--- src/rtl/dice_guess_entry_pkg.sv ---
// Shared definitions for the dice guess entry block.
//  - state_t   : FSM state codes (2-bit; the spare codes recover to ST_EDIT)
//  - DICE_MIN / DICE_MAX : legal guess range defaults
//  - DEFAULT_DEBOUNCE_CYCLES / DEFAULT_CNT_W : 10 ms at 50 MHz
//  - wrap_inc / wrap_dec : range-limited step with wrap-around
package dice_guess_entry_pkg;

    typedef enum logic [1:0] {
        ST_EDIT = 2'b00,
        ST_HOLD = 2'b01
    } state_t;

    localparam int DICE_MIN                = 2;
    localparam int DICE_MAX                = 12;
    localparam int DEFAULT_DEBOUNCE_CYCLES = 500000;
    localparam int DEFAULT_CNT_W           = 20;

    // Compare against the range bounds before stepping, so a 4-bit
    // overflow or underflow can never produce an out-of-range guess.
    function automatic logic [3:0] wrap_inc(input logic [3:0] v,
                                            input logic [3:0] lo,
                                            input logic [3:0] hi);
        return (v >= hi) ? lo : v + 4'd1;
    endfunction

    function automatic logic [3:0] wrap_dec(input logic [3:0] v,
                                            input logic [3:0] lo,
                                            input logic [3:0] hi);
        return (v <= lo) ? hi : v - 4'd1;
    endfunction

endpackage

--- src/rtl/dice_guess_entry_debounce.sv ---
// btn_debounce: synchronizes and debounces one raw active-low push button.
// Ports:
//  clk, rst_n : clock, asynchronous active-low reset
//  btn_n      : raw button, asynchronous, 0 = pressed
//  level      : debounced button level (1 = released)
//  press      : one-cycle pulse on each released->pressed debounced transition
module btn_debounce
    import dice_guess_entry_pkg::*;
#(
    parameter int DEBOUNCE_CYCLES = DEFAULT_DEBOUNCE_CYCLES,
    parameter int CNT_W           = DEFAULT_CNT_W
) (
    input  logic clk,
    input  logic rst_n,
    input  logic btn_n,
    output logic level,
    output logic press
);

    localparam logic [CNT_W-1:0] CNT_LAST = CNT_W'(DEBOUNCE_CYCLES - 1);

    logic             sync1;
    logic             sync2;
    logic             level_d;
    logic [CNT_W-1:0] cnt;

    // NOTE: every flop here uses non-blocking assignment so each stage samples
    // the value its predecessor held before the edge; blocking would collapse
    // the synchronizer chain into a single stage.
    always_ff @(posedge clk or negedge rst_n) begin
        if (!rst_n) begin
            sync1   <= 1'b1;
            sync2   <= 1'b1;
            level   <= 1'b1;
            level_d <= 1'b1;
            press   <= 1'b0;
            cnt     <= '0;
        end else begin
            sync1   <= btn_n;
            sync2   <= sync1;
            level_d <= level;
            // Registered edge detect: only a 1->0 debounced transition pulses.
            press   <= level_d & ~level;

            // Any sample agreeing with the accepted level restarts the count,
            // so a glitch shorter than DEBOUNCE_CYCLES never gets through.
            if (sync2 == level) begin
                cnt <= '0;
            end else if (cnt == CNT_LAST) begin
                level <= sync2;
                cnt   <= '0;
            end else begin
                cnt <= cnt + 1'b1;
            end
        end
    end

endmodule

--- src/rtl/dice_guess_entry.sv ---
// dice_guess_entry: player-input front end for the dice game.
// Debounces up/down/enter buttons, edits a guess within MIN_VAL..MAX_VAL
// with wrap-around, and offers the committed guess over a valid/ack handshake.
// Ports:
//  clk, rst_n   : clock, asynchronous active-low reset
//  btn_up_n     : raw up button, 0 = pressed
//  btn_down_n   : raw down button, 0 = pressed
//  btn_enter_n  : raw enter button, 0 = pressed
//  value_ack    : game control consumed the committed value (level)
//  value        : current guess
//  value_valid  : committed guess held stable on value
//  editing      : high while editing (drives display blink)
module dice_guess_entry
    import dice_guess_entry_pkg::*;
#(
    parameter int DEBOUNCE_CYCLES = DEFAULT_DEBOUNCE_CYCLES,
    parameter int CNT_W           = DEFAULT_CNT_W,
    parameter int MIN_VAL         = DICE_MIN,
    parameter int MAX_VAL         = DICE_MAX
) (
    input  logic       clk,
    input  logic       rst_n,
    input  logic       btn_up_n,
    input  logic       btn_down_n,
    input  logic       btn_enter_n,
    input  logic       value_ack,
    output logic [3:0] value,
    output logic       value_valid,
    output logic       editing
);

    localparam logic [3:0] LO = 4'(MIN_VAL);
    localparam logic [3:0] HI = 4'(MAX_VAL);

    logic   up_level, down_level, enter_level;
    logic   up_press, down_press, enter_press;
    state_t state;

    btn_debounce #(.DEBOUNCE_CYCLES(DEBOUNCE_CYCLES), .CNT_W(CNT_W)) u_up (
        .clk(clk), .rst_n(rst_n), .btn_n(btn_up_n),
        .level(up_level), .press(up_press)
    );

    btn_debounce #(.DEBOUNCE_CYCLES(DEBOUNCE_CYCLES), .CNT_W(CNT_W)) u_down (
        .clk(clk), .rst_n(rst_n), .btn_n(btn_down_n),
        .level(down_level), .press(down_press)
    );

    btn_debounce #(.DEBOUNCE_CYCLES(DEBOUNCE_CYCLES), .CNT_W(CNT_W)) u_enter (
        .clk(clk), .rst_n(rst_n), .btn_n(btn_enter_n),
        .level(enter_level), .press(enter_press)
    );

    // The FSM acts on press events only; the debounced levels are kept on
    // the debouncer interface for other users.
    logic unused_levels;
    assign unused_levels = ^{up_level, down_level, enter_level};

    always_ff @(posedge clk or negedge rst_n) begin
        if (!rst_n) begin
            state       <= ST_EDIT;
            value       <= LO;
            value_valid <= 1'b0;
            editing     <= 1'b1;
        end else begin
            case (state)
                ST_EDIT: begin
                    // Enter takes priority and freezes the value as it is.
                    if (enter_press) begin
                        state       <= ST_HOLD;
                        value_valid <= 1'b1;
                        editing     <= 1'b0;
                    end else if (up_press && !down_press) begin
                        value <= wrap_inc(value, LO, HI);
                    end else if (down_press && !up_press) begin
                        value <= wrap_dec(value, LO, HI);
                    end
                end
                ST_HOLD: begin
                    // Button events here are simply dropped, not queued.
                    if (value_ack) begin
                        state       <= ST_EDIT;
                        value_valid <= 1'b0;
                        editing     <= 1'b1;
                    end
                end
                // NOTE: the spare encodings fall back to EDIT with outputs
                // consistent with it, so an upset state cannot lock up.
                default: begin
                    state       <= ST_EDIT;
                    value_valid <= 1'b0;
                    editing     <= 1'b1;
                end
            endcase
        end
    end

endmodule

--- config.mk ---
export PLATFORM = sky130hd
export DESIGN_NAME = dice_guess_entry
export DESIGN_NICKNAME = d
export VERILOG_FILES = /design/src/rtl/dice_guess_entry_pkg.sv /design/src/rtl/dice_guess_entry_debounce.sv /design/src/rtl/dice_guess_entry.sv
export SDC_FILE = /design/constraint.sdc
export NUM_CORES = 1
export LEC_CHECK = 0
export ABC_CLOCK_PERIOD_IN_PS = 2650
export CAP_MARGIN = 30
export CORE_MARGIN = 5
export CORE_UTILIZATION = 42
export DETAILED_ROUTE_END_ITERATION = 12
export PLACE_DENSITY = 0.67
export SYNTH_ARGS = -nofsm -noshare
export SYNTH_HDL_FRONTEND = slang
export SYNTH_HIERARCHICAL = 1
export SYNTH_SLANG_ARGS = --single-unit
--- constraint.sdc ---
create_clock -name clk -period 2.65 [get_ports clk]
set_clock_uncertainty 0.1 [all_clocks]
set_input_delay 0.3975 -clock clk [delete_from_list [all_inputs] [get_ports clk]]
set_output_delay 0.3975 -clock clk [all_outputs]
set_load 0.03 [all_outputs]
==> summary.txt, run 1 <==
Final layout
  – Signed area change from the synthesized netlist to the final layout: 10.22%
  – Multi-input logic area: 0.001842 sq mm
  – Sequential cell area in the final layout: 0.002044 sq mm
  – Fin cells: around 540
  – Diode count: 0
  – Share of post-route cells with drive strength above 1: about an eighth
  – Post-layout utilization of the core: 47.65%
  – Fillcell total: 867
  – Layout Nets: 414

Drt
  – Drt initial violations: ~130
  – Routed wire length: approximately 7000 microns
  – DR WL/cell: 13.09 microns
  – Post-route DRC violation count: 0
  – Count of TritonRoute iterations in the first routing pass: 4
  – Post-route antenna net violation count: 0
  – Avg Vias per Cell: 5.110
  – Via count: about 2700

Global route
  – Global route total overflow: 0
  – Maximum number of pins on one net before global-route repair: 45
  – First-pass GRT wire length: 12210 microns
  – Total global routing track utilization: approximately an eighth
  – Number of global-route vias before repair: about 2700
  – Antenna violations before repair: 0

Yosys
  – Async set-or-reset flop fraction in the synthesized netlist: 100.0%
  – Syn_nets: between 300 and 400
  – Number of distinct library cells after synthesis: 37
  – Top cell type's share of synthesized area: a little over two fifths
  – Mapped Area: approximately 0.0040 sq mm
  – Most area-hungry cell type in the Yosys netlist: sky130_fd_sc_hd__dfrtp_1
  – Post-Syn Instances: between 300 and 400
  – Count of yosys warnings during synthesis: 6
  – Seq cells post-synth: between 80 and 90
  – Sequential fraction of the synthesis area: between 50% and 60%
  – Top cells by count, synth: sky130_fd_sc_hd__nor2_1 (73), sky130_fd_sc_hd__dfrtp_1 (67), sky130_fd_sc_hd__xnor2_1 (45)
  – Top cells by area, synth: sky130_fd_sc_hd__dfrtp_1 (42%), sky130_fd_sc_hd__xnor2_1 (9.8%), sky130_fd_sc_hd__dfstp_2 (9.2%), sky130_fd_sc_hd__nor2_1 (6.8%), sky130_fd_sc_hd__nor4_1 (2.8%)
  – Number of enable-type register cells in the synthesized netlist: 0
  – Library cell with the highest instance count after synthesis: sky130_fd_sc_hd__nor2_1
  – Ys flop type: sky130_fd_sc_hd__dfrtp_1
  – Syn avg cell area: 10.37 sq um

Critical path
  – Max incr delay on CP: about 0.54 ns
  – CP required: between 2 and 3 ns
  – Setup slack of the worst register-to-register path: slightly below 0.5 ns
  – Highest-delay cell along the critical path: sky130_fd_sc_hd__or4_1
  – Crit path kind: register to register
  – Endpoint kind of the worst setup timing path: register
  – Largest fanout on the critical path: 16
  – Arrival time at the worst endpoint: 2.28 ns
  – CP cell instances: or4_1 -> or3_4 -> o21ai_4 -> nor2_1
  – Critical Path Start Type: register

CTS
  – Clock Pin Slew Worst Setup and Hold Paths: roughly 0.07 ns
  – Clock root buffer: sky130_fd_sc_hd__clkbuf_8
  – Clock insertion delay at the later pin of the skew report: ~0.34 ns
  – Number of H-tree levels: 3
  – Post-CTS Repair Setup Buffers: 0
  – Number of sinks on the clock net: 81
  – Clock tree from TritonCTS: done
  – Number of buffers added by the clock tree synthesis step: 9
  – CTS max path bufs: 2

STA
  – Fin worst setup slack: roughly 0.49 ns
  – Worst Max-Slew Pin Slew: roughly 0.64 ns
  – Number of hold violations in the final report: 0
  – Final count of pins violating max slew: 0
  – Fin Setup TNS: 0 ns
  – Setup-violating endpoint count in the final report: 0
  – Min Clock Period, post-route: 2.164 ns
  – Relative slew slack: 56.79%
  – Final period util: between 80% and 90%
  – F_max: ~460 MHz
  – RSZ-0062 raised after global routing: false

Pwr
  – IR drop worst, VDD: 0.2018 mV
  – Switching power as a share of total power: between 20% and 30%
  – Power density relative to cell area: 488.5 mW/mm^2
  – Design internal power: 0.001677 W
  – Total leakage power: about 1.7 nW
  – Net switching power figure: 0.0004841 W
  – Portion of total power attributed to the clock network: 37.3%
  – Gate power share: 3.8%
  – Fraction of power consumed by sequential logic: between 50 and 60%

Place
  – Estimated wirelength of the detail-placed design: about 4800 microns
  – RD Place Congestion: about 0.82
  – Worst slack, placed: between 0.4 and 0.5 ns
  – Number of cells in the design after placement: approximately 520
  – PortBufs: 11

Die
  – Boundary pin count: 12
  – Core Rows: 35
  – Chip Width: 107.8 microns
  – Placeable core area: about 0.0093 sq mm
  – Die height: between 100 and 150 microns
  – Die ar.: 0.01161 sq mm
  – Starting density of the core: a little over two fifths

Run status
  – Run status: complete, no violations

Worst hold path
  – Hold Path Class: register to register

Flow run
  – Number of maximum-capacitance violations: 0
[area by class of cell]
class | instances | share of cell area, %
inverters | 17 | 1.442
clock buffers | 14 | 3.676
clock inverters | 2 | 0.2828
well taps | 129 | 3.648
flip-flops and latches | 81 | 46.21
repair buffers | 13 | 3.111
multi-input cells | 280 | 41.63
[repair_timing]
item,4_1_cts,5_1_grt
hold endpoints to repair,32,0
gates resized for setup,0,0
hold buffers,1,0
[layout by cell type (no fill, tap or decap), types with 11 or more instances in the layout]
cell type,instances
sky130_fd_sc_hd__nor2_1,73
sky130_fd_sc_hd__nand2_1,11
sky130_fd_sc_hd__nor4_1,18
sky130_fd_sc_hd__nor3_1,14
sky130_fd_sc_hd__inv_1,17
sky130_fd_sc_hd__nand4_1,15
sky130_fd_sc_hd__xnor2_1,45
sky130_fd_sc_hd__clkbuf_8,11
sky130_fd_sc_hd__nand3_1,21
sky130_fd_sc_hd__dfrtp_1,67
sky130_fd_sc_hd__a21oi_1,11
sky130_fd_sc_hd__dfstp_2,14
[metal layers]
metal	vias to the layer above	part of all wire, %	wire length, microns	GRT usage (%)
met2	36	45	3133	19.85
met4	0	1.5	105	5.951
li1	1377	-	-	-
met1	1318	51	3568	17.69
met5	-	0	0	0
met3	8	3.0	207	3.119
[power by group through the flow]
stage                     registers (W)  clock network (W)  logic [W]
after floorplan                 0.00130                  0  0.0000398
after global placement          0.00130                  0  0.0000832
after detailed placement        0.00130                  0  0.0000841
after CTS                       0.00127           0.000848  0.0000857
after global routing            0.00128           0.000893  0.0000962
final                           0.00127           0.000806  0.0000820
[registers in the layout, indices dropped and copies added (netlist names), 4 cells and up]
signal / flops
u_down/cnt: 20
u_enter/cnt: 20
u_up/cnt: 20
value: 4
[worst max-delay path: cells and delay by family (launching register included)]
kind            cells  cell delay, ns
flops               1            0.43
compound gates      1            0.41
simple gates        3            1.10
[cell families (layout without fill, tap and decap cells)]
| logic type | count (synthesis) | count (layout) | synth area share [%] |
|---|---|---|---|
| XOR/XNOR | 51 | 51 | 11.13 |
| adder cells (fa/ha/maj) | 6 | 6 | 1.870 |
| multiplexers | 9 | 9 | 2.338 |
| flip-flops | 81 | 81 | 50.94 |
| AO/OA/AOI/OAI | 29 | 29 | 4.769 |
| AND/OR/NAND/NOR | 185 | 185 | 25.78 |
| buffers and inverters | 26 | 46 | 3.179 |
[worst paths after layout]
| path | start | to | cells after the start |
|---|---|---|---|
| setup / recovery | u_down/cnt[10] | u_down/cnt[9] | 4 |
| hold / removal | u_up/sync1 | u_up/sync2 | 0 |
| setup reg to reg | u_down/cnt[10] | u_down/cnt[9] | 4 |
| hold reg to reg | u_up/sync1 | u_up/sync2 | 0 |
| max in group asynchronous | rst_n | value[1] | 3 |
| min in group asynchronous | rst_n | u_down/cnt[0] | 2 |
[per-stage QoR]
stage          instance area (sq um)  power [W]  hold slack (ns)
2_1_floorplan                   4014   0.001336         0.001909
3_3_place_gp                    4239   0.001379           0.2464
3_5_place_dp                    4239   0.001381           0.2479
4_1_cts                         4424   0.002206           0.2591
5_1_grt                         4424   0.002264           0.2604
6_report                        4424   0.002161           0.2572
Note: power is estimated with default switching activity, not from simulation.
==> inputs of run 2 (changes only) <==
ABC_CLOCK_PERIOD_IN_PS = 2090   (was 2650)
clock period = 2.09 ns   (was 2.65 ns; I/O delays follow)
==> summary.txt, run 2 (synthesis results as in run 1) <==
Pwr
  – Power density relative to cell area: approximately 590 mW/mm^2
  – IR drop worst, VDD: between 0.2 and 0.3 mV
  – Total leakage power: around 1.9 nW
  – Total power consumption of the routed design: roughly 0.0027 W

CTS
  – Number of buffers added by the clock tree synthesis step: 9
  – Clock root buffer: sky130_fd_sc_hd__clkbuf_8
  – CTS max path bufs: 2
  – Clock Pin Slew Worst Setup and Hold Paths: 0.08 ns
  – Clock tree from TritonCTS: done
  – Clock insertion delay at the later pin of the skew report: 0.34 ns
  – Number of sinks on the clock net: 81
  – Number of H-tree levels: 3

Final layout
  – Share of post-route cells with drive strength above 1: approximately 17%
  – Fin cells: 562
  – Signed area change from the synthesized netlist to the final layout: 15.18%
  – Commonest non-fill, non-tap cell in the layout: sky130_fd_sc_hd__nor2_1
  – Layout Nets: 440
  – Highest-count cells in the layout ignoring fill and taps: sky130_fd_sc_hd__nor2_1 (73), sky130_fd_sc_hd__dfrtp_1 (67), sky130_fd_sc_hd__xnor2_1 (45)
  – Post-layout utilization of the core: approximately half
  – Diode count: 0
  – Leading registers by flop count: u_down/cnt: 20 flops, u_enter/cnt: 20 flops, u_up/cnt: 20 flops

Drt
  – Drt initial violations: 111
  – DR WL/cell: approximately 13 microns
  – Count of TritonRoute iterations in the first routing pass: 4
  – Avg Vias per Cell: ~5.1
  – Post-route DRC violation count: 0
  – Post-route antenna net violation count: 0
  – Via count: 2845
  – Routed wire length: ~7200 microns

Place
  – RD Place Congestion: about 0.84
  – Estimated wirelength of the detail-placed design: between 5000 and 6000 microns
  – PortBufs: 11
  – Number of cells in the design after placement: around 550

Critical path
  – Endpoint kind of the worst setup timing path: register
  – Critical Path Start Type: register
  – Critical register-to-register path startpoint: u_enter/cnt[11]
  – Reg2reg path depth: 4
  – CP delay by family, top: simple AND/OR/NAND/NOR gates
  – Arrival time at the worst endpoint: about 2.2 ns
  – Crit path buf inv count: 0
  – Setup slack of the worst register-to-register path: ~0.084 ns
  – Reg-to-reg endpoint: u_enter/level
  – CP cell instances: or4_1 -> or3_4 -> nor2_4 -> mux2_2
  – Max incr delay on CP: ~0.52 ns
  – Largest fanout on the critical path: 4
  – Highest-delay cell along the critical path: sky130_fd_sc_hd__or4_1
  – Crit path kind: register to register
  – CP required: between 2 and 2.5 ns

STA
  – Relative slew slack: about 72%
  – Worst Max-Slew Pin Slew: 0.4158 ns
  – Number of hold violations in the final report: 0
  – Fin Setup TNS: 0 ns
  – F_max: 498.4 MHz
  – Final count of pins violating max slew: 0
  – Setup-violating endpoint count in the final report: 0
  – Min Clock Period, post-route: about 2 ns
  – Post-Route Hold Slack: 0.2593 ns
  – Final period util: 96.00%
  – RSZ-0062 raised after global routing: false

Worst hold path
  – Beginning of the worst hold path: u_enter/sync1
  – Worst hold endpoint: u_enter/sync2
  – Worst hold path depth: 0
  – Hold Path Class: register to register

Die
  – Boundary pin count: 12
  – Chip Width: between 100 and 150 microns
  – Die height: 107.8 microns
  – Die ar.: around 0.012 sq mm
  – Core Rows: 35
  – Starting density of the core: between 40% and 50%
  – Placeable core area: 0.009284 sq mm

Global route
  – Global route total overflow: 0
  – Antenna violations before repair: 0
  – Maximum number of pins on one net before global-route repair: 51
  – First-pass GRT wire length: 12880 microns
  – Total global routing track utilization: 13.61%
  – Number of global-route vias before repair: roughly 2900

Run status
  – Run status: complete, no violations

Flow run
  – Number of maximum-capacitance violations: 0
==> run 2: cell count changes in the layout (fill, tap and decap cells not counted) <==
cell / delta
sky130_fd_sc_hd__clkinvlp_4: +1
sky130_fd_sc_hd__buf_4: +26
sky130_fd_sc_hd__dlymetal6s2s_1: +2
sky130_fd_sc_hd__clkinv_4: +1
sky130_fd_sc_hd__clkbuf_1: -1
sky130_fd_sc_hd__clkbuf_8: -1
sky130_fd_sc_hd__clkdlybuf4s50_1: -2
==> run 2: power by group <==
group	total (W)	leakage [nW]	switching, W	internal (W)
sequential	0.00161	1.07	0.0000204	0.00159
clock	0.000999	0.0826	0.000534	0.000465
combinational	0.000113	0.738	0.0000703	0.0000432
total	0.00273	1.89	0.000624	0.00210
==> run 2: how the worst max path moves through the flow <==
stage | from | endpoint | cells past startpoint
2_1_floorplan | u_down/cnt[10] | u_down/level | 4
5_1_grt | u_enter/cnt[11] | u_enter/level | 4
6_report | u_enter/cnt[11] | u_enter/level | 4
3_5_place_dp | u_enter/cnt[11] | u_enter/level | 4
3_3_place_gp | u_up/cnt[11] | u_up/level | 4
4_1_cts | value[2] | value[2] | 1
==> run 2: cell type report <==
type	count	area (sq um)
Sequential cell	81	2044
Timing Repair Buffer	39	337.8
Multi-Input combinational cell	280	1842
Inverter	17	63.81
Fill cell	853	4661
Clock buffer	12	145.1
Tap cell	129	161.4
Clock inverter	4	28.78
==> run 2: routing by layer <==
layer	track usage (%)	share of wire, %	vias up
met3	3.419	2.7	10
met1	17.18	48	1377
met5	0	0	-
met4	5.230	1.6	0
li1	-	-	1426
met2	22.42	48	32
==> run 2: repair_timing <==
item,4_1_cts,5_1_grt
setup buffers,0,0
endpoints found under the setup margin,0,2
endpoints found under the hold margin,29,0
gates resized for setup,0,2
hold buffers,1,0
==> run 2: through the flow <==
step | setup slack (ns) | instance area (sq um)
after global routing | 0.02726 | 4623
after CTS | 0.01369 | 4618
final | 0.08353 | 4623
after floorplan | 0.1025 | 4014
after global placement | 0.1290 | 4434
after detailed placement | 0.09997 | 4434
==> inputs of run 3 (changes only) <==
PLACE_DENSITY = not set   (was 0.67)
==> summary.txt, run 3 (synthesis results as in run 1) <==
Die
  – Core Rows: 35
  – Starting density of the core: between 40% and 50%
  – Placeable core area: a little over 0.009 sq mm
  – Boundary pin count: 12
  – Chip Width: about 110 microns
  – Die height: 107.8 microns
  – Die ar.: 0.01161 sq mm

Global route
  – Global route total overflow: 0
  – Antenna violations before repair: 0
  – First-pass GRT wire length: 12950 microns
  – Total global routing track utilization: between 10% and 20%
  – Number of global-route vias before repair: between 2000 and 3000
  – Maximum number of pins on one net before global-route repair: between 80 and 90

Place
  – RD Place Congestion: approximately 0.8
  – Estimated wirelength of the detail-placed design: 5116 microns
  – PortBufs: 11
  – Worst slack, placed: around 0.11 ns
  – Number of cells in the design after placement: between 500 and 600

CTS
  – Clock Pin Slew Worst Setup and Hold Paths: around 0.090 ns
  – Number of sinks on the clock net: around 80
  – Number of H-tree levels: 3
  – Clock tree from TritonCTS: done
  – Clock insertion delay at the later pin of the skew report: roughly 0.36 ns
  – CTS max path bufs: 2
  – Number of buffers added by the clock tree synthesis step: 9
  – Clock root buffer: sky130_fd_sc_hd__clkbuf_8
  – Post-CTS Repair Setup Buffers: 0

Drt
  – Routed wire length: 7412 microns
  – Post-route antenna net violation count: 0
  – DR WL/cell: 13.12 microns
  – Via count: between 2000 and 3000
  – Post-route DRC violation count: 0
  – Count of TritonRoute iterations in the first routing pass: 4
  – Drt initial violations: between 80 and 90
  – Avg Vias per Cell: between 5 and 6

Flow run
  – Number of maximum-capacitance violations: 0

Final layout
  – Fillcell total: between 800 and 900
  – Share of post-route cells with drive strength above 1: between 10% and 20%
  – Highest-count cells in the layout ignoring fill and taps: sky130_fd_sc_hd__nor2_1 (73), sky130_fd_sc_hd__dfrtp_1 (67), sky130_fd_sc_hd__xnor2_1 (45)
  – Sequential cell area in the final layout: about 0.0020 sq mm
  – Leading registers by flop count: u_down/cnt: 20 flops, u_enter/cnt: 20 flops, u_up/cnt: 20 flops
  – Diode count: 0
  – Layout Nets: between 400 and 500
  – Commonest non-fill, non-tap cell in the layout: sky130_fd_sc_hd__nor2_1
  – Signed area change from the synthesized netlist to the final layout: 16.40%
  – Fin cells: between 500 and 600
  – Multi-input logic area: about 0.0018 sq mm

Critical path
  – Critical Path Start Type: register
  – CP required: 2.28 ns
  – Max incr delay on CP: slightly above 0.5 ns
  – Endpoint kind of the worst setup timing path: register
  – Largest fanout on the critical path: 4
  – Highest-delay cell along the critical path: sky130_fd_sc_hd__or4_1
  – Crit path kind: register to register
  – CP cell instances: or4_1 -> or3_4 -> nor2_4 -> mux2_2
  – Arrival time at the worst endpoint: 2.18 ns
  – Setup slack of the worst register-to-register path: a little over 0.1 ns

STA
  – Relative slew slack: ~70%
  – Number of hold violations in the final report: 0
  – Fin Setup TNS: 0 ns
  – Fin worst setup slack: 0.1022 ns
  – F_max: between 500 and 600 MHz
  – Setup-violating endpoint count in the final report: 0
  – Final count of pins violating max slew: 0
  – Min Clock Period, post-route: 1.988 ns
  – RSZ-0062 raised after global routing: false
  – Worst Max-Slew Pin Slew: between 0.4 and 0.5 ns
  – Final period util: 95.11%

Run status
  – Run status: complete, no violations

Pwr
  – IR drop worst, VDD: about 0.31 mV
  – Power density relative to cell area: 611.8 mW/mm^2
  – Total leakage power: roughly 1.9 nW

Worst hold path
  – Hold Path Class: primary input to register
-- run 3: layout make-up --
type,instances,area share (%)
Clock buffer,11,2.812
Clock inverter,5,1.259
Inverter,17,1.366
Multi-Input combinational cell,280,39.42
Sequential cell,81,43.76
Tap cell,129,3.455
Timing Repair Buffer,42,7.927
-- run 3: what timing repair did --
action,4_1_cts,5_1_grt
hold buffers,1,0
gates resized for setup,0,1
hold endpoints to repair,67,0
endpoints found under the setup margin,0,1
-- run 3: metal layers --
metal,wire length (microns),global-route usage [%],vias to the layer above,part of all wire [%]
li1,-,-,1430,-
met3,254,4.319,13,3.4
met2,3393,21.40,44,46
met1,3662,18.55,1374,49
met5,0,0,-,0
met4,101,4.869,0,1.4
-- run 3: report_power, final --
part           switching [W]  internal [W]  total (W)
clock network       0.000576      0.000553    0.00113
registers          0.0000203       0.00159    0.00161
logic              0.0000711     0.0000447   0.000116
total               0.000668       0.00219    0.00286
-- run 3: final timing paths --
| check | end | cells after the start | startpoint |
|---|---|---|---|
| min | u_enter/sync1 | 1 | btn_enter_n |
| max reg2reg | u_down/level | 4 | u_down/cnt[10] |
| max | u_down/level | 4 | u_down/cnt[10] |
| min in group asynchronous | u_enter/cnt[9] | 3 | rst_n |
| max in group asynchronous | u_enter/level_d | 3 | rst_n |
| min reg2reg | u_up/sync2 | 0 | u_up/sync1 |
-- run 3: critical path: cells and delay by family, from the launching register on --
family / cells / cell delay, ns
AND/OR/NAND/NOR: 3 / 1.10
multiplexers: 1 / 0.34
flip-flops: 1 / 0.38
-- run 3: metrics by stage --
step / total power, W / hold slack [ns] / utilization (%) / cell area, sq um
after floorplan: 0.001694 / -0.08209 / - / 4014
after global placement: 0.001760 / 0.2463 / 48.14 / 4469
after detailed placement: 0.001763 / 0.2481 / 48.14 / 4469
after CTS: 0.002904 / 0.2316 / 50.30 / 4669
after global routing: 0.002981 / 0.2192 / 50.32 / 4672
final: 0.002858 / 0.2431 / 50.32 / 4672
